`src/rtl/displays_multicanal.sv`:
```
// Time-multiplexed binary-to-7-segment driver: one double-dabble engine converts
// each channel in turn, with leading-zero blanking, overflow dashes and blinking.
module displays_multicanal #(
  parameter int unsigned NCH       = 3,
  parameter int unsigned BIN_W     = 7,
  parameter int unsigned DIGITS    = 2,
  parameter int unsigned BLINK_DIV = 25000000
) (
  input  logic                      clk_i,
  input  logic                      rst_i,
  input  logic [NCH*BIN_W-1:0]      count_bus_i,
  input  logic                      blank_zero_i,
  input  logic [NCH-1:0]            blink_mask_i,
  output logic [NCH*DIGITS*7-1:0]   hex_bus_o,
  output logic                      frame_done_o
);

  localparam int unsigned ChW    = (NCH > 1) ? $clog2(NCH) : 1;
  localparam int unsigned BitW   = $clog2(BIN_W + 1);
  localparam int unsigned BlkW   = (BLINK_DIV > 1) ? $clog2(BLINK_DIV) : 1;
  localparam int unsigned BcdW   = DIGITS * 4;
  localparam int unsigned SegW   = DIGITS * 7;
  localparam int unsigned CmpW   = (BIN_W > 14) ? BIN_W : 14;
  localparam int unsigned MaxVal = 10 ** DIGITS - 1;

  typedef enum logic [1:0] {StLoad, StShift, StWrite} state_e;

  state_e                  state_q;
  logic [ChW-1:0]          ch_q;
  logic [BitW-1:0]         bit_cnt_q;
  logic [BIN_W-1:0]        bin_q;
  logic [BcdW-1:0]         bcd_q;
  logic                    ovf_q;
  logic [NCH*SegW-1:0]     seg_q;
  logic                    frame_done_q;
  logic [BlkW-1:0]         blink_cnt_q;
  logic                    phase_q;

  logic [BIN_W-1:0]        cur_cnt;
  logic [BcdW-1:0]         bcd_adj;
  logic [SegW-1:0]         enc;
  logic [3:0]              nib;
  logic                    lead_zero;

  function automatic logic [6:0] seg_lut(input logic [3:0] d);
    case (d)
      4'd0:    seg_lut = 7'h40;
      4'd1:    seg_lut = 7'h79;
      4'd2:    seg_lut = 7'h24;
      4'd3:    seg_lut = 7'h30;
      4'd4:    seg_lut = 7'h19;
      4'd5:    seg_lut = 7'h12;
      4'd6:    seg_lut = 7'h02;
      4'd7:    seg_lut = 7'h78;
      4'd8:    seg_lut = 7'h00;
      4'd9:    seg_lut = 7'h10;
      default: seg_lut = 7'h7F;
    endcase
  endfunction

  always_comb begin
    cur_cnt = count_bus_i[ch_q*BIN_W +: BIN_W];
    for (int i = 0; i < DIGITS; i++) begin
      bcd_adj[i*4 +: 4] = (bcd_q[i*4 +: 4] >= 4'd5) ? bcd_q[i*4 +: 4] + 4'd3 : bcd_q[i*4 +: 4];
    end
    // Walk from the most significant digit so lead_zero covers all higher digits.
    enc       = '1;
    nib       = '0;
    lead_zero = 1'b1;
    for (int d = DIGITS - 1; d >= 0; d--) begin
      nib       = bcd_q[d*4 +: 4];
      lead_zero = lead_zero & (nib == 4'd0);
      if (ovf_q) begin
        enc[d*7 +: 7] = 7'h3F;
      end else if (blank_zero_i && (d != 0) && lead_zero) begin
        enc[d*7 +: 7] = 7'h7F;
      end else begin
        enc[d*7 +: 7] = seg_lut(nib);
      end
    end
  end

  always_ff @(posedge clk_i or posedge rst_i) begin
    if (rst_i) begin
      state_q      <= StLoad;
      ch_q         <= '0;
      bit_cnt_q    <= '0;
      bin_q        <= '0;
      bcd_q        <= '0;
      ovf_q        <= 1'b0;
      seg_q        <= '1;
      frame_done_q <= 1'b0;
    end else begin
      frame_done_q <= 1'b0;
      unique case (state_q)
        StLoad: begin
          bin_q     <= cur_cnt;
          bcd_q     <= '0;
          ovf_q     <= CmpW'(cur_cnt) > CmpW'(MaxVal);
          bit_cnt_q <= '0;
          state_q   <= StShift;
        end
        StShift: begin
          {bcd_q, bin_q} <= {bcd_adj[BcdW-2:0], bin_q, 1'b0};
          if (bit_cnt_q == BitW'(BIN_W - 1)) begin
            bit_cnt_q <= '0;
            state_q   <= StWrite;
          end else begin
            bit_cnt_q <= bit_cnt_q + 1'b1;
          end
        end
        StWrite: begin
          seg_q[ch_q*SegW +: SegW] <= enc;
          if (ch_q == ChW'(NCH - 1)) begin
            ch_q         <= '0;
            frame_done_q <= 1'b1;
          end else begin
            ch_q <= ch_q + 1'b1;
          end
          state_q <= StLoad;
        end
        default: state_q <= StLoad;
      endcase
    end
  end

  always_ff @(posedge clk_i or posedge rst_i) begin
    if (rst_i) begin
      blink_cnt_q <= '0;
      phase_q     <= 1'b1;
    end else if (blink_cnt_q == BlkW'(BLINK_DIV - 1)) begin
      blink_cnt_q <= '0;
      phase_q     <= ~phase_q;
    end else begin
      blink_cnt_q <= blink_cnt_q + 1'b1;
    end
  end

  always_comb begin
    for (int c = 0; c < NCH; c++) begin
      hex_bus_o[c*SegW +: SegW] = (blink_mask_i[c] && !phase_q) ? {SegW{1'b1}}
                                                                 : seg_q[c*SegW +: SegW];
    end
  end

  assign frame_done_o = frame_done_q;

endmodule

```
`config.mk`:
```
export PLATFORM = sky130hd
export DESIGN_NAME = displays_multicanal
export DESIGN_NICKNAME = d
export VERILOG_FILES = /design/src/rtl/displays_multicanal.sv
export SDC_FILE = /design/constraint.sdc
export NUM_CORES = 1
export LEC_CHECK = 0
export CAP_MARGIN = 20
export CORE_ASPECT_RATIO = 1.4
export CORE_MARGIN = 4
export CORE_UTILIZATION = 50
export DETAILED_ROUTE_END_ITERATION = 8
export DONT_BUFFER_PORTS = 1
export PLACE_DENSITY = 0.72
export SETUP_SLACK_MARGIN = 0.15
export SYNTH_ARGS = -nofsm -noshare
export SYNTH_HDL_FRONTEND = slang
export SYNTH_SLANG_ARGS = --single-unit
```
`constraint.sdc`:
```
create_clock -name clk_i -period 9.1 [get_ports clk_i]
set_input_delay 1.82 -clock clk_i [delete_from_list [all_inputs] [get_ports clk_i]]
set_output_delay 1.82 -clock clk_i [all_outputs]
set_load 0.005 [all_outputs]
```
* After elaboration in Yosys (flattened, before gate mapping)
Memories as Yosys holds them, arrays and structs flattened.
Cells that the tools add are included.
W data, S select, Z words.
** Storage, ports and cells
- Word-level logic and storage cells :: 60
- Memories :: 2
- ROM bits :: 224
- RAM bits :: 0
- Latch bits :: 0
- Flip-flop bits (word level) :: 92
- Output and inout port bits :: 43
** Memories
- (name not given) :: depth 16, bits a word 7, read ports 1, clocked after Yosys merged registers in 0, wr ports 0, line 46 : case (d)
- (name not given) :: depth 16, bits a word 7, read ports 1, clocked after Yosys merged registers in 0, wr ports 0, line 46
** Cells by class
- Divide/modulo/power cells :: 0
- Reduce and logical (&&, ||, !) cells :: 8
- Multiplexer cells :: 19
- Shift operators :: 3
- Bitwise logic cells :: 1
- Add/subtract/negate cells :: 6
- $mul :: 2
- Equal/unequal tests :: 6
- Magnitude comparators :: 3
** Operator list (count)
- $bwmux W42 :: 1
- $mux W14 :: 3
- $shift A14 B34 Y42 const A :: 1
- $shiftx A14 B34 Y42 :: 1
- $neg A6 Y34 :: 1
- $add A25 B1 Y25 const B :: 1
- $eq A25 B25 Y1 const B :: 1
- $mux W25 :: 1
- $mux W7 :: 3
- $shiftx A21 B6 Y7 :: 1
- $pmux W8 S2 :: 1
- $pmux W7 S2 :: 1
- $mul A2 B3 Y5 const B :: 2
- $ge A4 B3 Y1 const B :: 2
- $gt A7 B7 Y1 const B :: 1
- $mux W3 :: 2
- $pmux W3 S2 :: 1
- $add A4 B2 Y4 const B :: 1
- $eq A2 B2 Y1 const B :: 2
- $logic_and A1 B1 Y1 :: 4
- $logic_not A4 Y1 :: 1
- $mux W2 :: 2
- $mux W4 :: 1
- $pmux W2 S2 :: 1
- other kinds (11) :: 12

* Longest topological paths before layout
- Word-level depth :: 6
- Mapped depth :: 10
- Depth with buffers taken out :: 9

* Worst setup path before layout
OpenSTA, ideal clock, no wires.
- Path kind :: input port to output port
- Start point :: in blink_mask_i[0]
- End point :: out hex_bus_o[10]
- Path buffers :: 1
- Arrival :: 2.323 ns
- Path slack :: 4.957 ns
- Cell stages on the path :: 3
- Cells stage by stage :: nand2b_1 -> clkbuf_1 -> nand2b_1
** On the way
- Longest elaborated chain between the ends :: 2
** Ends and longest elaborated chain
- from (decl) :: line 13 : input logic [NCH-1:0] blink_mask_i,
- $logic_and A1 B1 Y1 :: line 141 : hex_bus_o[c*SegW +: SegW] = (blink_mask_i[c] && !phase_q) ? {SegW{1'b1}}
- $mux W14 :: line 141
- to (decl) :: line 14 : output logic [NCH*DIGITS*7-1:0] hex_bus_o,
Every way passes these cells.

* Worst setup path after layout
- Start point :: in blink_mask_i[0]
- End point :: out hex_bus_o[1]
Same word-level chain as after synthesis.

==> results by group <==
Floorplan
  • Core Box Area: 0.01052 mm²
  • Die X: 96.28 µm
  • Rows: 44
  • Io pins: 70
  • Die H: 131.6 µm
  • Total die area: ~0.013 mm²
  • Starting Density: 51.88%

Worst setup path
  • CP max-delay cell: nand2b_1
  • R2R Path End: seg_q[36]$_DFFE_PP1P_
  • CP bufs+invs: 0
  • Critical Path Fanout Max: 14
  • Reg-to-Reg Start: ch_q[1]$_DFFE_PP0P_
  • Most used cell, CP: nand2b_1
  • Crit path depth: 2
  • Reg-to-reg slack, setup: ~5.8 ns
  • Critical Path Sink Type: output port
  • Cell family with most CP delay: simple AND/OR/NAND/NOR gates
  • Worst path cell trace: nand2b_1 > nand2b_1
  • Crit path launch type: primary input
  • WP data arrival: 2.39 ns
  • Critical path type: in -> out
  • WP data required: 7.28 ns
  • CP startpoint: blink_mask_i[0]
  • CP peak stage delay: 0.39 ns
  • Reg2Reg Depth: 7
  • Worst Setup EP: hex_bus_o[1]

Synth
  • Synth area leaders: dfrtp_1 (22%), dfstp_2 (21%), nand2b_1 (6.7%)
  • Yosys top cell area share: 22.48%
  • Avg Inst Size Synth: slightly above 9 µm²
  • Number of synthesis warnings: 0
  • Most numerous cell in the Yosys netlist: nand2_1
  • Synthesized cell area: ~0.0055 mm²
  • Commonest cells in the netlist: nand2_1 (69), nand2b_1 (58), o21ai_0 (52), dfrtp_1 (49), nor2_1 (45)
  • Synth async-reset ratio: between 90% and 100%
  • Gate Count Post-Synth: between 500 and 600
  • Primary FF master, synth: dfrtp_1
  • Synth unique cells: 60
  • Syn Nets: 642
  • Post-synthesis register bit count: 92
  • Seq/Total Area, Yosys: 43.19%
  • EDFF count, synth: 0
  • Dominant cell type by area after synthesis: dfrtp_1

STA
  • Period Utilization, post-route: 46.26%
  • Worst slew pin tran: 0.9276 ns
  • Final slew viol count: 0
  • Clock Skews: 0.003720 ns
  • Slew headroom: 37.70%
  • Min Clock Period, post-route: 4.210 ns
  • WHS: approximately 0.47 ns
  • Max Clock Freq: 237.6 MHz
  • Setup TNS: 0 ns
  • Setup Viol. Count Final: 0
  • Endpoints failing hold: 0
  • RSZ-0062 raised after global routing: no

Min path
  • Hold crit path type: reg -> reg
  • Hold path start: blink_cnt_q[4]$_DFF_PP0_
  • Hold path cells: 1

Clock network
  • Total CTS buffers: 9
  • Worst-Skew Late Latency: 0.34 ns
  • Hold Buf Count CTS: 0
  • Post-CTS setup buffers: 0
  • Clk sinks: 92
  • Maximum clock path buffer count: 2
  • CTS tree: yes
  • Root buffer cell: clkbuf_16
  • Post_cts resized: 0
  • CTS clk-pin slew, worst paths: 0.06 ns
  • Max H-tree Level: 3

Power and ir drop
  • Peak supply drop: 0.08390 mV
  • Power per standard cell area: 203.8 mW/mm²
  • Leak: 0.002495 µW

Global route
  • Initial antenna violation count: 0
  • Grt ovf: 0
  • Largest net degree at the start of global routing: between 70 and 80
  • Number of global-route vias before repair: between 4000 and 5000
  • First-pass GRT wire length: around 21 mm
  • Global Route Usage Sum: 20.43%

Cells and area
  • N_diodes: 0
  • Final Cell Area: 0.005834 mm²
  • Layout cells sized above 1: 13.18%
  • P&R area growth vs syn: 6.950%
  • Finished Layout Cells: approximately 720
  • # nets final: 624

Detailed routing
  • DRC Markers: 0
  • Total number of vias: 4264
  • DR WL/cell: 17.24 µm
  • Antenna viol nets, final: 0
  • DR iter-0 viols: 392
  • Drt first pass iters: 5
  • Final wirelength: roughly 12 mm
  • Vias/cell: 5.906

Run status
  • Status: completed

Placed design
  • Number of cells after detailed placement: just over 700
  • Gpl congestion: 0.9252
  • Post-DP Area: 0.005519 mm²
  • I/O Buffers: 0
  • HPWL Detailed: between 9 and 10 mm

Run
  • Max-capacitance violation count: 0
## cells in the final DEF, fill, tap and decap left out, drive strengths merged, types with 18 or more instances in the layout
master,count
ha,18
o21ai,52
nor2,45
a21oi,23
a22o,21
nand2b,58
inv,22
dfrtp,49
nand2,69
dfstp,43
## where the power goes
| part | leakage, µW | internal, µW | switching [µW] |
|---|---|---|---|
| Clock | 0.000154 | 241 | 155 |
| Combinational | 0.00125 | 97.1 | 84.5 |
| Sequential | 0.00109 | 558 | 53.7 |
## worst min-delay path by stage
stage | endpoint
global placement | blink_cnt_q[4]$_DFF_PP0_
CTS | blink_cnt_q[4]$_DFF_PP0_
floorplan | blink_cnt_q[4]$_DFF_PP0_
detailed placement | blink_cnt_q[4]$_DFF_PP0_
global route | seg_q[34]$_DFFE_PP1P_
finish | blink_cnt_q[4]$_DFF_PP0_
## worst reg2reg max path, stage by stage, from the launching register on
cell and delay (ns):
dfrtp_1 0.66, inv_1 0.20, ha_1 0.79, clkinv_1 0.47, nand2_1 0.31, a21oi_1 0.10
a211oi_1 0.52, a22o_1 0.23
## cell families (layout without fill, tap and decap cells)
kind of cell	count (synthesis)	count (layout)	share of synthesized area (%)
muxes	19	19	3.738
AOI/OAI and AO/OA	154	154	18.72
buffers and inverters	55	42	3.945
xor gates and xnor gates	25	25	4.014
adders and majority gates	18	18	4.129
DFF	92	92	43.19
and+or+nand+nor	234	234	22.27
## area by class of cell
| class | instances | area, µm² |
|---|---|---|
| inverters | 24 | 91.34 |
| multi-input cells | 450 | 2884 |
| well taps | 138 | 172.7 |
| clock buffers | 10 | 229.0 |
| fillers | 939 | 4681 |
| clock inverters | 6 | 86.33 |
| flip-flops and latches | 92 | 2356 |
| repair buffers | 2 | 15.01 |
## routing by layer
metal	up-vias	GRT usage [%]	part of all wire (%)
li1	2064	-	-
met1	2080	26.12	42
met2	98	33.65	52
met3	22	3.547	4.2
met4	0	8.228	2.3
met5	-	0	0
## through the flow
step / util (%) / total power [µW] / setup WS, ns
4_1_cts: 55.49 / 1201 / 4.860
2_1_floorplan: - / 747.1 / 4.957
5_1_grt: 55.49 / 1250 / 4.800
3_3_place_gp: 52.49 / 793.7 / 4.932
6_report: 55.49 / 1189 / 4.890
3_5_place_dp: 52.49 / 802.2 / 4.861
## sequential cells by signal, indices dropped and copies added, names as in the netlist
signal,flops
bit_cnt_q,3
frame_done_o,1
blink_cnt_q,25
seg_q,42
bcd_q,8
ovf_q,1
phase_q,1
bin_q,7
state_q,2
ch_q,2
Power figures use the tool's default switching activity.
